`src/rtl/conv_sa_row_seq_pkg.sv`:
```
// Shared types and constants for the systolic-array row sequencer.
// Imported by the row sequencer top and its flush-spacing helper.
package conv_sa_row_seq_pkg;

   localparam int LEN_W_DEF = 16;
   localparam int P         = 4;   // PEs per row; default flush spacing
   localparam int W_W       = 8;

   typedef enum logic [1:0] {
      ST_IDLE  = 2'd0,
      ST_RUN   = 2'd1,
      ST_DRAIN = 2'd2
   } state_e;

   typedef struct packed {
      logic [W_W-1:0] w1;
      logic [W_W-1:0] w2;
      logic           rst;
      logic           flush;
      logic           x_en;
   } row_out_t;

   // Zero weights and all flags low: leaves every accumulator untouched.
   localparam row_out_t ROW_BUBBLE = '0;

endpackage

```
`src/rtl/conv_sa_row_seq_gap.sv`:
```
// Saturating cycles-since-last-flush counter and the flush-permit compare
// that keeps consecutive flushes at least FLUSH_GAP cycles apart.
module conv_sa_row_seq_gap #(
   parameter int FLUSH_GAP = 4
) (
   input  logic clk,
   input  logic rst_n,
   input  logic start,
   input  logic flush_fire,
   input  logic is_last,
   output logic permit,
   output logic drained
);

   localparam int              SF_W = $clog2(FLUSH_GAP + 1);
   localparam logic [SF_W-1:0] GAP  = SF_W'(FLUSH_GAP);

   logic [SF_W-1:0] since_flush;

   // NOTE: sequential state uses non-blocking assignments only, so every
   // flop samples pre-edge values regardless of block ordering.
   always_ff @(posedge clk or negedge rst_n) begin
      if (!rst_n) begin
         since_flush <= '0;
      end else if (start) begin
         since_flush <= GAP;
      end else if (flush_fire) begin
         since_flush <= SF_W'(1);
      end else if (since_flush < GAP) begin
         since_flush <= since_flush + SF_W'(1);
      end
   end

   assign drained = (since_flush >= GAP);
   assign permit  = !is_last || drained;

endmodule

```
`src/rtl/conv_sa_row_seq.sv`:
```
// Row sequencer: accepts a job descriptor, streams weight pairs into the row
// head with rst/flush framing, and inserts bubbles on stalls or flush spacing.
module conv_sa_row_seq
   import conv_sa_row_seq_pkg::*;
#(
   parameter int LEN_W     = LEN_W_DEF,
   parameter int FLUSH_GAP = P
) (
   input  logic             clk,
   input  logic             rst_n,
   input  logic             cfg_valid,
   output logic             cfg_ready,
   input  logic [LEN_W-1:0] cfg_vec_len,
   input  logic [LEN_W-1:0] cfg_n_vec,
   input  logic             w_valid,
   output logic             w_ready,
   input  logic [7:0]       w_data1,
   input  logic [7:0]       w_data2,
   output logic [7:0]       row_w1,
   output logic [7:0]       row_w2,
   output logic             row_rst,
   output logic             row_flush,
   output logic             row_x_en,
   output logic             busy,
   output logic             done,
   output logic             dbg_vec_begin,
   output logic             dbg_vec_end,
   output logic             dbg_vec_rst
);

   state_e           state_q, state_d;
   logic [LEN_W-1:0] k_m1_q, k_m1_d;
   logic [LEN_W-1:0] n_m1_q, n_m1_d;
   logic [LEN_W-1:0] elem_q, elem_d;
   logic [LEN_W-1:0] vec_q, vec_d;
   row_out_t         row_q, row_d;
   logic             busy_q, busy_d;
   logic             done_q, done_d;
   logic             cfg_ready_q, cfg_ready_d;
   logic             bub_q, bub_d;
   logic             cfg_hs, w_hs, is_last, permit, drained;
   logic             job_start, flush_fire;

   assign cfg_hs  = cfg_valid & cfg_ready_q;
   assign is_last = (elem_q == k_m1_q);
   assign w_ready = (state_q == ST_RUN) & permit;
   assign w_hs    = w_valid & w_ready;

   conv_sa_row_seq_gap #(
      .FLUSH_GAP (FLUSH_GAP)
   ) u_gap (
      .clk        (clk),
      .rst_n      (rst_n),
      .start      (job_start),
      .flush_fire (flush_fire),
      .is_last    (is_last),
      .permit     (permit),
      .drained    (drained)
   );

   // NOTE: every variable gets its default first, so no path infers a latch.
   always_comb begin
      state_d    = state_q;
      k_m1_d     = k_m1_q;
      n_m1_d     = n_m1_q;
      elem_d     = elem_q;
      vec_d      = vec_q;
      row_d      = ROW_BUBBLE;
      done_d     = 1'b0;
      job_start  = 1'b0;
      flush_fire = 1'b0;

      case (state_q)
         ST_IDLE: begin
            if (cfg_hs) begin
               if (cfg_vec_len == '0 || cfg_n_vec == '0) begin
                  done_d = 1'b1;
               end else begin
                  k_m1_d    = cfg_vec_len - LEN_W'(1);
                  n_m1_d    = cfg_n_vec - LEN_W'(1);
                  elem_d    = '0;
                  vec_d     = '0;
                  job_start = 1'b1;
                  state_d   = ST_RUN;
               end
            end
         end
         ST_RUN: begin
            if (w_hs) begin
               row_d.w1    = w_data1;
               row_d.w2    = w_data2;
               row_d.rst   = (elem_q == '0);
               row_d.flush = is_last;
               row_d.x_en  = 1'b1;
               if (is_last) begin
                  flush_fire = 1'b1;
                  elem_d     = '0;
                  vec_d      = vec_q + LEN_W'(1);
                  if (vec_q == n_m1_q) begin
                     state_d = ST_DRAIN;
                  end
               end else begin
                  elem_d = elem_q + LEN_W'(1);
               end
            end
         end
         ST_DRAIN: begin
            // Psum chain has had FLUSH_GAP cycles to clear the final vector.
            if (drained) begin
               done_d  = 1'b1;
               state_d = ST_IDLE;
            end
         end
         default: state_d = ST_IDLE;
      endcase

      busy_d      = (state_d != ST_IDLE);
      bub_d       = busy_d && !w_hs;
      cfg_ready_d = (state_d == ST_IDLE) && !done_d;
   end

   always_ff @(posedge clk or negedge rst_n) begin
      if (!rst_n) begin
         state_q     <= ST_IDLE;
         k_m1_q      <= '0;
         n_m1_q      <= '0;
         elem_q      <= '0;
         vec_q       <= '0;
         row_q       <= ROW_BUBBLE;
         busy_q      <= 1'b0;
         done_q      <= 1'b0;
         cfg_ready_q <= 1'b0;
         bub_q       <= 1'b0;
      end else begin
         state_q     <= state_d;
         k_m1_q      <= k_m1_d;
         n_m1_q      <= n_m1_d;
         elem_q      <= elem_d;
         vec_q       <= vec_d;
         row_q       <= row_d;
         busy_q      <= busy_d;
         done_q      <= done_d;
         cfg_ready_q <= cfg_ready_d;
         bub_q       <= bub_d;
      end
   end

   assign cfg_ready     = cfg_ready_q;
   assign row_w1        = row_q.w1;
   assign row_w2        = row_q.w2;
   assign row_rst       = row_q.rst;
   assign row_flush     = row_q.flush;
   assign row_x_en      = row_q.x_en;
   assign busy          = busy_q;
   assign done          = done_q;
   assign dbg_vec_begin = row_q.rst;
   assign dbg_vec_end   = row_q.flush;
   assign dbg_vec_rst   = bub_q;

endmodule

```
`config.mk`:
```
export PLATFORM = sky130hd
export DESIGN_NAME = conv_sa_row_seq
export DESIGN_NICKNAME = d
export VERILOG_FILES = /design/src/rtl/conv_sa_row_seq_pkg.sv /design/src/rtl/conv_sa_row_seq_gap.sv /design/src/rtl/conv_sa_row_seq.sv
export SDC_FILE = /design/constraint.sdc
export NUM_CORES = 1
export LEC_CHECK = 0
export CAP_MARGIN = 25
export CORE_MARGIN = 4
export CORE_UTILIZATION = 57
export CTS_CLUSTER_DIAMETER = 150
export CTS_CLUSTER_SIZE = 20
export DETAILED_ROUTE_END_ITERATION = 6
export GPL_ROUTABILITY_DRIVEN = 0
export PLACE_DENSITY = 0.94
export SLEW_MARGIN = 20
export SYNTH_ARGS = -nofsm -noshare
export SYNTH_HDL_FRONTEND = slang
export SYNTH_SLANG_ARGS = --single-unit
export TNS_END_PERCENT = 20
```
`constraint.sdc`:
```
create_clock -name clk -period 5.2 [get_ports clk]
set_clock_uncertainty 0.1 [all_clocks]
set_input_delay 1.04 -clock clk [delete_from_list [all_inputs] [get_ports clk]]
set_output_delay 1.04 -clock clk [all_outputs]
set_load 0.01 [all_outputs]
```
==> results.cfg <==
[run_status]
status = completed

[yosys]
synth_nets = 581
async_flop_share = 1.000
yosysUniqueCellTypes = 44
synth_warnings = 0
synthCells = 520
synth_edf_count = 0
synthDominantCellAreaShare = 0.4734
yosys-top-cells-count = 92 x dfrtp_1, 64 x nand2_1, 51 x xnor2_1, 38 x nor2_1, 38 x o21ai_0
synth-main-ff-cell = dfrtp_1
synth_seq_area_share = 0.4734
avgSynthCellArea_um2 = 9.353
synth_most_common_cell = dfrtp_1
yosysTopAreaCell = dfrtp_1
syn_area_mm2 = 0.004863
synth.area.top_cells = dfrtp_1 47%, xnor2_1 9.2%, nand2_1 4.9%, o21ai_0 3.9%, nor2_1 2.9%
ys_seq_elements = 92

[setup_path]
cp_num_buf_inv = 2
endpoint_kind = flop
critPathArrivalTime_ns = 3.94
crit_path_frequent_cell = or4_4
r2r_start = elem_q[5]$_DFFE_PN0P_
critPathKind = input port to flop
worstPathRequired_ns = 5.32
cp_max_fo = 47
rrSetupSlack_ns = 2.36
crit_chain = clkdlybuf4s50_1 > or4_4 > or4_4 > o22ai_2 > or4_2 > buf_4 > o21ai_0
cp_slowest_cell = or4_2
start_kind = input port
r2r-end = elem_q[9]$_DFFE_PN0P_
r2r_cells = 8
max_stage_delay_ns = 0.66
cp_top_family = simple AND/OR/NAND/NOR gates

[placement]
dp_cells = 670
dp_hpwl_mm = 8.322
port_buffers = 77
placed_area_mm2 = 0.005658

[drt]
drt_first_iter_violations = 611
wl_per_cell_um = 16.63
routed_via_density = 5.994
postRouteAntennaNets = 0
vias = 4106
drc = 0
dr.pass1.iters = 5
wirelength_mm = 11.39

[min_path]
hp-class = flop to flop
min_path_cells = 2
hold_path_end = n_m1_q[5]$_DFFE_PN0P_
hold_start = n_m1_q[5]$_DFFE_PN0P_

[sta]
max-slew-margin-rel = 0.4428
worst_pin_slew_ns = 0.8281
finalSetupViolations = 0
finalMaxSlewViolations = 0
fin_setup_tns_ns = 0
rsz0062_at_grt = no
fmax_mhz = 261.4
final_hold_viol_count = 0
fin_crit_sh = 0.7358
finalCriticalPeriod_ns = 3.826

[clocking]
clkTransAtPathRegs_ns = 0.08
clock_sinks = 92
cts_root_buffer = clkbuf_8
htree_levels = 3
cts_tree = built
cts_setup_buffers = 0
cts_buffers = 9
worstSkewPairLatency_ns = 0.36
ctsResizeCount = 0
clockBufferDepth = 2
ctsHoldBuffers = 0

[die]
die_x_um = 100.4
num_rows = 33
start_util = 0.5889
io_pins = 78
fp.coreArea_mm2 = 0.008258
design.die.area_mm2 = 0.01007
die_h_um = 100.4

[global_routing]
grt_pass1_wl_mm = 18.91
grt_usage = 0.2349
grt_pass1_vias = 4004
grt_max_degree = 50
gr-total-overflow = 0
antenna_found_initial = 0

[pwr]
max-vdd-ir-drop_mv = 0.1754
powerDensity_mw_per_mm2 = 333.4
p_leak_nw = 2.444
power_mw = 1.949

[cells_and_area]
syn2layout_area_growth_pct = 20.25
layout.cells.non_filler = 685
diodes = 0
stdcell_area_mm2 = 0.005848
final_util = 0.7082
nets = 637
drive_above_1_share = 0.04828

[flow_run]
max_cap_violations = 0
==> per-layer routing <==
layer / share of wire / track usage / up-vias / wire length [um]
li1: - / - / 1897 / -
met3: 0.097 / 0.05142 / 38 / 1107
met5: 0 / 0 / - / 0
met2: 0.46 / 0.3869 / 251 / 5278
met4: 0.027 / 0.08394 / 0 / 304
met1: 0.41 / 0.3070 / 1920 / 4700
==> metrics by stage <==
stage / setup WS (ns) / hold WS (ns)
3_3_place_gp: 1.137 / 0.3857
5_1_grt: 1.191 / 0.4341
2_1_floorplan: 2.202 / 0.3702
6_report: 1.374 / 0.4105
3_5_place_dp: 0.9889 / 0.3954
4_1_cts: 1.381 / 0.4185
==> final cells by class <==
| cell class | instances | area [um2] |
|---|---|---|
| fill | 586 | 2410 |
| multi-input combinational | 377 | 2357 |
| sequential | 92 | 2302 |
| timing repair buffer | 81 | 810.8 |
| clock buffer | 11 | 141.4 |
| tap | 105 | 131.4 |
| inverter | 15 | 56.30 |
| clock inverter | 4 | 48.80 |
==> sequential cells by signal, indices dropped and copies added, names as in the netlist, 2 cells and up <==
signal,cells
vec_q,16
elem_q,16
k_m1_q,16
row_w2,8
row_w1,8
state_q,2
n_m1_q,16
u_gap.since_flush,3
==> report_power, final <==
part           total [mW]  switching, mW  internal [mW]
Clock               0.474          0.240          0.233
Combinational       0.504          0.245          0.259
Sequential          0.972          0.132          0.840
==> worst max path at each step <==
stage / from / to / slack, ns / cells after the start
after detailed placement: cfg_n_vec[10] / k_m1_q[14]$_DFFE_PN0P_ / 0.99 / 7
after global routing: cfg_n_vec[9] / k_m1_q[8]$_DFFE_PN0P_ / 1.19 / 8
after global placement: cfg_n_vec[10] / vec_q[0]$_DFFE_PN0P_ / 1.14 / 7
after floorplan: cfg_n_vec[10] / vec_q[2]$_DFFE_PN0P_ / 2.20 / 6
after CTS: cfg_n_vec[10] / k_m1_q[2]$_DFFE_PN0P_ / 1.38 / 7
final: cfg_n_vec[10] / k_m1_q[2]$_DFFE_PN0P_ / 1.37 / 7
==> cell families (layout without fill, tap and decap cells) <==
logic type	Yosys count	in the layout	synth area share
compound gates	82	82	0.1037
xor+xnor	66	66	0.1189
buf+inv	51	111	0.04502
fa+ha+maj	9	9	0.02315
mux	6	6	0.01286
simple gates	214	214	0.2231
flops	92	92	0.4734
==> tightest hold or removal path, stage by stage (launching register included) <==
cell	delay, ns
dfrtp_1	0.37
nand2_1	0.05
o21ai_0	0.06
==> cell usage in the layout, fill, tap and decap left out, types with 13 or more instances in the layout <==
cell / instances
xnor2_1: 51
nand2_1: 64
o21ai_0: 38
nor2_1: 38
xor2_1: 15
nor3_1: 13
nand3_1: 16
clkdlybuf4s50_1: 76
dfrtp_1: 92
and2_1: 17
nand4_1: 16
inv_1: 14
No activity file was read; power rests on OpenSTA's default activity.
==> edit 1: new RTL, same settings <==
The 3 states of `state_e` get a one-hot encoding in 3 bits.
--- a/src/rtl/conv_sa_row_seq_pkg.sv
+++ b/src/rtl/conv_sa_row_seq_pkg.sv
@@ -8,6 +8,6 @@
 
-   typedef enum logic [1:0] {
-      ST_IDLE  = 2'd0,
-      ST_RUN   = 2'd1,
-      ST_DRAIN = 2'd2
+   typedef enum logic [2:0] {
+      ST_IDLE  = 3'b001,
+      ST_RUN   = 3'b010,
+      ST_DRAIN = 3'b100
    } state_e;
Behaviour: same outputs for any inputs over 10 cycles, from zero or initial values and one cycle with rst_n low; not proved beyond that.
==> edit 1 against the unedited design <==
Worst setup slack gained 250 ps. Total power grew 3.2%. Worst hold slack is essentially flat. Largest power group unchanged. Routed wire length shrank 1.9%. Die area is essentially flat. Area after synthesis shrank 0.10%. Non-clock buffer count shrank 1. Core utilization grew 0.36 points. Cell area grew 0.51%. Critical path type unchanged. Sequential cell count grew 1. Synthesized cell count shrank 0.96%.
==> edit 1: results (changes against the unedited design) <==
set qor(synth-seq-area-share_pct) 47.9 ;# was 47.3%
set qor(dp.cells) 677 ;# was 670
set qor(global_route.usage.total_pct) 23.6 ;# was 23.5%
set qor(grt_start_max_net_pins) 60 ;# was 50
set qor(cpPeakStageDelay_ps) 630 ;# was 660 ps
set qor(sw_frac_of_total_pct) 33.9 ;# was 31.7%
set qor(use_met3_pct) 3.54 ;# was 5.14%
set qor(synth_cell_type_count) 45 ;# was 44
set qor(initialDrtViolationCount) 400 ;# was 611
set qor(post_synth_main_area_contributors) {sky130_fd_sc_hd__dfrtp_1 (47%), sky130_fd_sc_hd__xor2_1 (7.6%), sky130_fd_sc_hd__xnor2_1 (4.7%)} ;# was sky130_fd_sc_hd__dfrtp_1 (47%), sky130_fd_sc_hd__xnor2_1 (9.2%), sky130_fd_sc_hd__nand2_1 (4.9%)
set qor(drt-met1-wl_mm) 4.59 ;# was 4.70 mm
set qor(slowest_stage) {sky130_fd_sc_hd__or4_1} ;# was sky130_fd_sc_hd__or4_2
set qor(rrSetupSlack_ps) 2330 ;# was 2360 ps
set qor(met2WireLength_mm) 5.56 ;# was 5.28 mm
set qor(routedWlPerCell_um) 16.1 ;# was 16.6 um
set qor(min_to) {n_m1_q[15]} ;# was n_m1_q[5]
set qor(grtUsageMet1_pct) 29.8 ;# was 30.7%
set qor(regToRegEndpoint) {row_w2[4]} ;# was elem_q[9]
set qor(total_number_of_nets_in_the_final_design) 644 ;# was 637
set qor(status) {complete, no violations} ;# unchanged
set qor(hpwl_mm) 8.24 ;# was 8.32 mm
set qor(power.sequential.fraction_pct) 49.2 ;# was 49.9%
set qor(wl_met3_um) 738 ;# was 1.11 mm
set qor(first_global_vias) 4120 ;# was 4004
set qor(grt.met2_usage_pct) 40.5 ;# was 38.7%
set qor(post_synth_inst_count) 515 ;# was 520
set qor(final_layout_size_suffix_gt1_share_pct) 4.76 ;# was 4.83%
set qor(worstPathArrival_ps) 3780 ;# was 3940 ps
set qor(holdCritStartpoint) {n_m1_q[15]} ;# was n_m1_q[5]
set qor(finalHoldWorstSlack_ps) 410 ;# was 411 ps
-- edit 1: how the worst max path moves through the flow --
stage / from / to / slack [ps] / depth (start not counted)
detailed placement: cfg_vec_len[7] / elem_q[5] / 1290 / 7
CTS: cfg_vec_len[2] / elem_q[0] / 1660 / 7
floorplan: cfg_vec_len[3] / u_gap.since_flush[2] / 2430 / 7
global placement: cfg_vec_len[2] / elem_q[0] / 1410 / 7
finish: cfg_vec_len[7] / elem_q[0] / 1630 / 7
global route: cfg_vec_len[7] / elem_q[0] / 1500 / 7
-- edit 1: cells by family after synthesis --
family	count (synthesis)	share of synthesized area [%]
compound gates	67	8.16
flops	93	47.9
simple gates	227	24.0
mux	6	1.26
xor+xnor	68	12.3
buf+inv	45	4.04
fa+ha+maj	9	2.32
-- edit 1: metrics by stage --
step | power (mW) | setup slack, ps | area (um2)
floorplan | 1.31 | 2430 | 4860
global placement | 1.48 | 1410 | 5670
detailed placement | 1.52 | 1290 | 5670
CTS | 2.02 | 1660 | 5880
global route | 2.13 | 1500 | 5880
finish | 2.01 | 1630 | 5880
-- edit 1: layout make-up --
| type | instances | area, um2 |
|---|---|---|
| Clock buffer | 9 | 124 |
| Fill cell | 594 | 2380 |
| Sequential cell | 93 | 2330 |
| Tap cell | 105 | 131 |
| Multi-Input combinational cell | 377 | 2340 |
| Clock inverter | 7 | 82.6 |
| Timing Repair Buffer | 80 | 791 |
| Inverter | 22 | 82.6 |
-- edit 1: worst register-to-register path: stages (launching register included) --
cell and delay, ps:
sky130_fd_sc_hd__dfrtp_1 470, sky130_fd_sc_hd__xor2_1 180, sky130_fd_sc_hd__nor4_1 340, sky130_fd_sc_hd__nand4_1 140, sky130_fd_sc_hd__buf_4 220, sky130_fd_sc_hd__o21ai_1 640, sky130_fd_sc_hd__inv_1 400, sky130_fd_sc_hd__and2_1 280
==> edit 2: new RTL, config.mk and constraints unchanged <==
Made on the original files. `P`: 4 -> 2.
--- a/src/rtl/conv_sa_row_seq_pkg.sv
+++ b/src/rtl/conv_sa_row_seq_pkg.sv
@@ -5,3 +5,3 @@
    localparam int LEN_W_DEF = 16;
-   localparam int P         = 4;   // PEs per row; default flush spacing
+   localparam int P         = 2;   // PEs per row; default flush spacing
    localparam int W_W       = 8;
Behaviour: not the same (Yosys sat finds a counterexample within 10 cycles, from zero or initial values and one cycle with rst_n low).
==> edit 2 against the unedited design <==
Register-to-register slack is essentially flat. Highest routed layer unchanged. Cell area shrank 0.96%. Sequential cell count decreased by 1. Routed wire length is 4.2% lower. Largest cell class unchanged. Core utilization rose by 2.6 points. Worst setup slack improved by 18 ps. Area after synthesis down 2.6%. Total power is 6.2% higher.
==> edit 2: results (changes against the unedited design) <==
set qor(reg2regPathDepth) 6 ;# was 8
set qor(grt_first_pass_wirelength_mm) 18.5 ;# was 18.9 mm
set qor(finalNonFillerCells) 680 ;# was 685
set qor(regToRegEndpoint) {vec_q[0]} ;# was elem_q[9]
set qor(timing.critical_path.from) {cfg_n_vec[8]} ;# was cfg_n_vec[10]
set qor(clkLatencyLatePin_ps) 360 ;# about the same
set qor(cpPeakStageDelay_ps) 600 ;# was 660 ps
set qor(hpwl_mm) 8.10 ;# was 8.32 mm
set qor(crit_fanout) 39 ;# was 47
set qor(grt_start_max_net_pins) 62 ;# was 50
set qor(cts_sink_count) 91 ;# was 92
set qor(synth-async-reset-ratio_pct) 100 ;# unchanged
set qor(synth.avg_cell_area_um2) 9.51 ;# was 9.35 um2
set qor(status) {complete, no violations} ;# unchanged
set qor(synth.net_count) 558 ;# was 581
set qor(drt-vias-per-instance) 5.86 ;# was 5.99
set qor(dp.cells) 664 ;# was 670
set qor(final_layout_size_suffix_gt1_share_pct) 5.02 ;# was 4.83%
set qor(global_route.usage.total_pct) 23.1 ;# was 23.5%
set qor(clk_pin_slew_worst_paths_ps) 90
set qor(top_cell_types_by_occurrence_after_synthesis) {sky130_fd_sc_hd__dfrtp_1 (91), sky130_fd_sc_hd__nand2_1 (65), sky130_fd_sc_hd__xnor2_1 (52)} ;# was sky130_fd_sc_hd__dfrtp_1 (92), sky130_fd_sc_hd__nand2_1 (64), sky130_fd_sc_hd__xnor2_1 (51)
set qor(static-leakage-power_nw) 2.30 ;# was 2.44 nW
set qor(cts.path.max_buffers) 2 ;# unchanged
set qor(total_number_of_nets_in_the_final_design) 633 ;# was 637
set qor(worst_r2r_startpoint) {state_q[0]} ;# was elem_q[5]
set qor(synth-seq-area-share_pct) 48.1 ;# was 47.3%
set qor(worstPathArrival_ps) 3980 ;# was 3940 ps
set qor(cts_root_buffer) {sky130_fd_sc_hd__clkbuf_8} ;# unchanged
set qor(worstSetupEndpoint) {k_m1_q[9]} ;# was k_m1_q[2]
set qor(timing_worst_slew_pin_value_ps) 850 ;# was 828 ps
set qor(initialDrtViolationCount) 266 ;# was 611
set qor(holdCritStartpoint) {n_m1_q[11]} ;# was n_m1_q[5]
set qor(ir_worst_vdd_v) 0.000167 ;# was 0.000175 V
set qor(post_synth_main_area_contributors) {sky130_fd_sc_hd__dfrtp_1 (48%), sky130_fd_sc_hd__xnor2_1 (9.6%), sky130_fd_sc_hd__o21ai_0 (5.2%)} ;# was sky130_fd_sc_hd__dfrtp_1 (47%), sky130_fd_sc_hd__xnor2_1 (9.2%), sky130_fd_sc_hd__nand2_1 (4.9%)
set qor(routedWlPerCell_um) 16.0 ;# was 16.6 um
set qor(synth_cell_type_count) 47 ;# was 44
set qor(slowest_stage) {sky130_fd_sc_hd__nand2b_2} ;# was sky130_fd_sc_hd__or4_2
edit 2: cell types whose count changed after synthesis, moves of 7 or more:
cell / delta
sky130_fd_sc_hd__a21oi_1: +11
sky130_fd_sc_hd__a22o_1: -9
sky130_fd_sc_hd__nor2_1: -8
sky130_fd_sc_hd__o21ai_0: +11
sky130_fd_sc_hd__clkbuf_1: -19
sky130_fd_sc_hd__xor2_1: -7
edit 2: per-stage QoR:
stage                     util (%)  power, mW  area, um2  worst slack (ps)
after floorplan                  -       1.38       4730              2080
after global placement        70.6       1.55       5570              1180
after detailed placement      70.9       1.60       5590              1050
after CTS                     73.4       2.08       5790              1420
after global routing          73.4       2.19       5790              1240
final                         73.4       2.07       5790              1390
edit 2: worst min path at each step:
| stage | slack (ps) | endpoint |
|---|---|---|
| finish | 410 | n_m1_q[11] |
| global route | 430 | k_m1_q[5] |
| CTS | 410 | n_m1_q[11] |
| detailed placement | 390 | n_m1_q[11] |
| global placement | 380 | n_m1_q[2] |
| floorplan | 370 | k_m1_q[1] |
edit 2: metal layers:
layer  up-vias  global-route usage, %  wire length [um]
met4         0                   7.88               161
met1      1873                   30.9              4730
li1       1897                      -                 -
met2       194                   39.2              5230
met3        19                   2.81               785
met5         -                      0                 0
edit 2: kinds of logic after synthesis:
group | Yosys count | synth area share [%]
compound gates | 96 | 12.3
simple gates | 210 | 22.7
mux | 4 | 0.872
buf+inv | 29 | 2.83
xor+xnor | 60 | 11.1
fa+ha+maj | 8 | 2.11
flops | 91 | 48.1
edit 2: layout make-up:
cell class | instances | area, um2
Inverter | 12 | 45.0
Tap cell | 102 | 128
Sequential cell | 91 | 2280
Multi-Input combinational cell | 378 | 2330
Clock inverter | 7 | 73.8
Fill cell | 535 | 2100
Timing Repair Buffer | 81 | 818
Clock buffer | 9 | 124
edit 2: power by group:
part / switching, mW / leakage (nW) / internal (mW)
combinational: 0.270 / 1.02 / 0.290
clock: 0.254 / 0.100 / 0.225
sequential: 0.154 / 1.18 / 0.877
total: 0.678 / 2.30 / 1.39
edit 2: worst register-to-register path, cell delays in order (launching register included):
cell and delay (ps):
sky130_fd_sc_hd__dfrtp_1 450, sky130_fd_sc_hd__nor2b_1 310, sky130_fd_sc_hd__nand2_1 270, sky130_fd_sc_hd__or2_2 390, sky130_fd_sc_hd__o21a_1 190, sky130_fd_sc_hd__nor2_1 620
sky130_fd_sc_hd__mux2_2 400
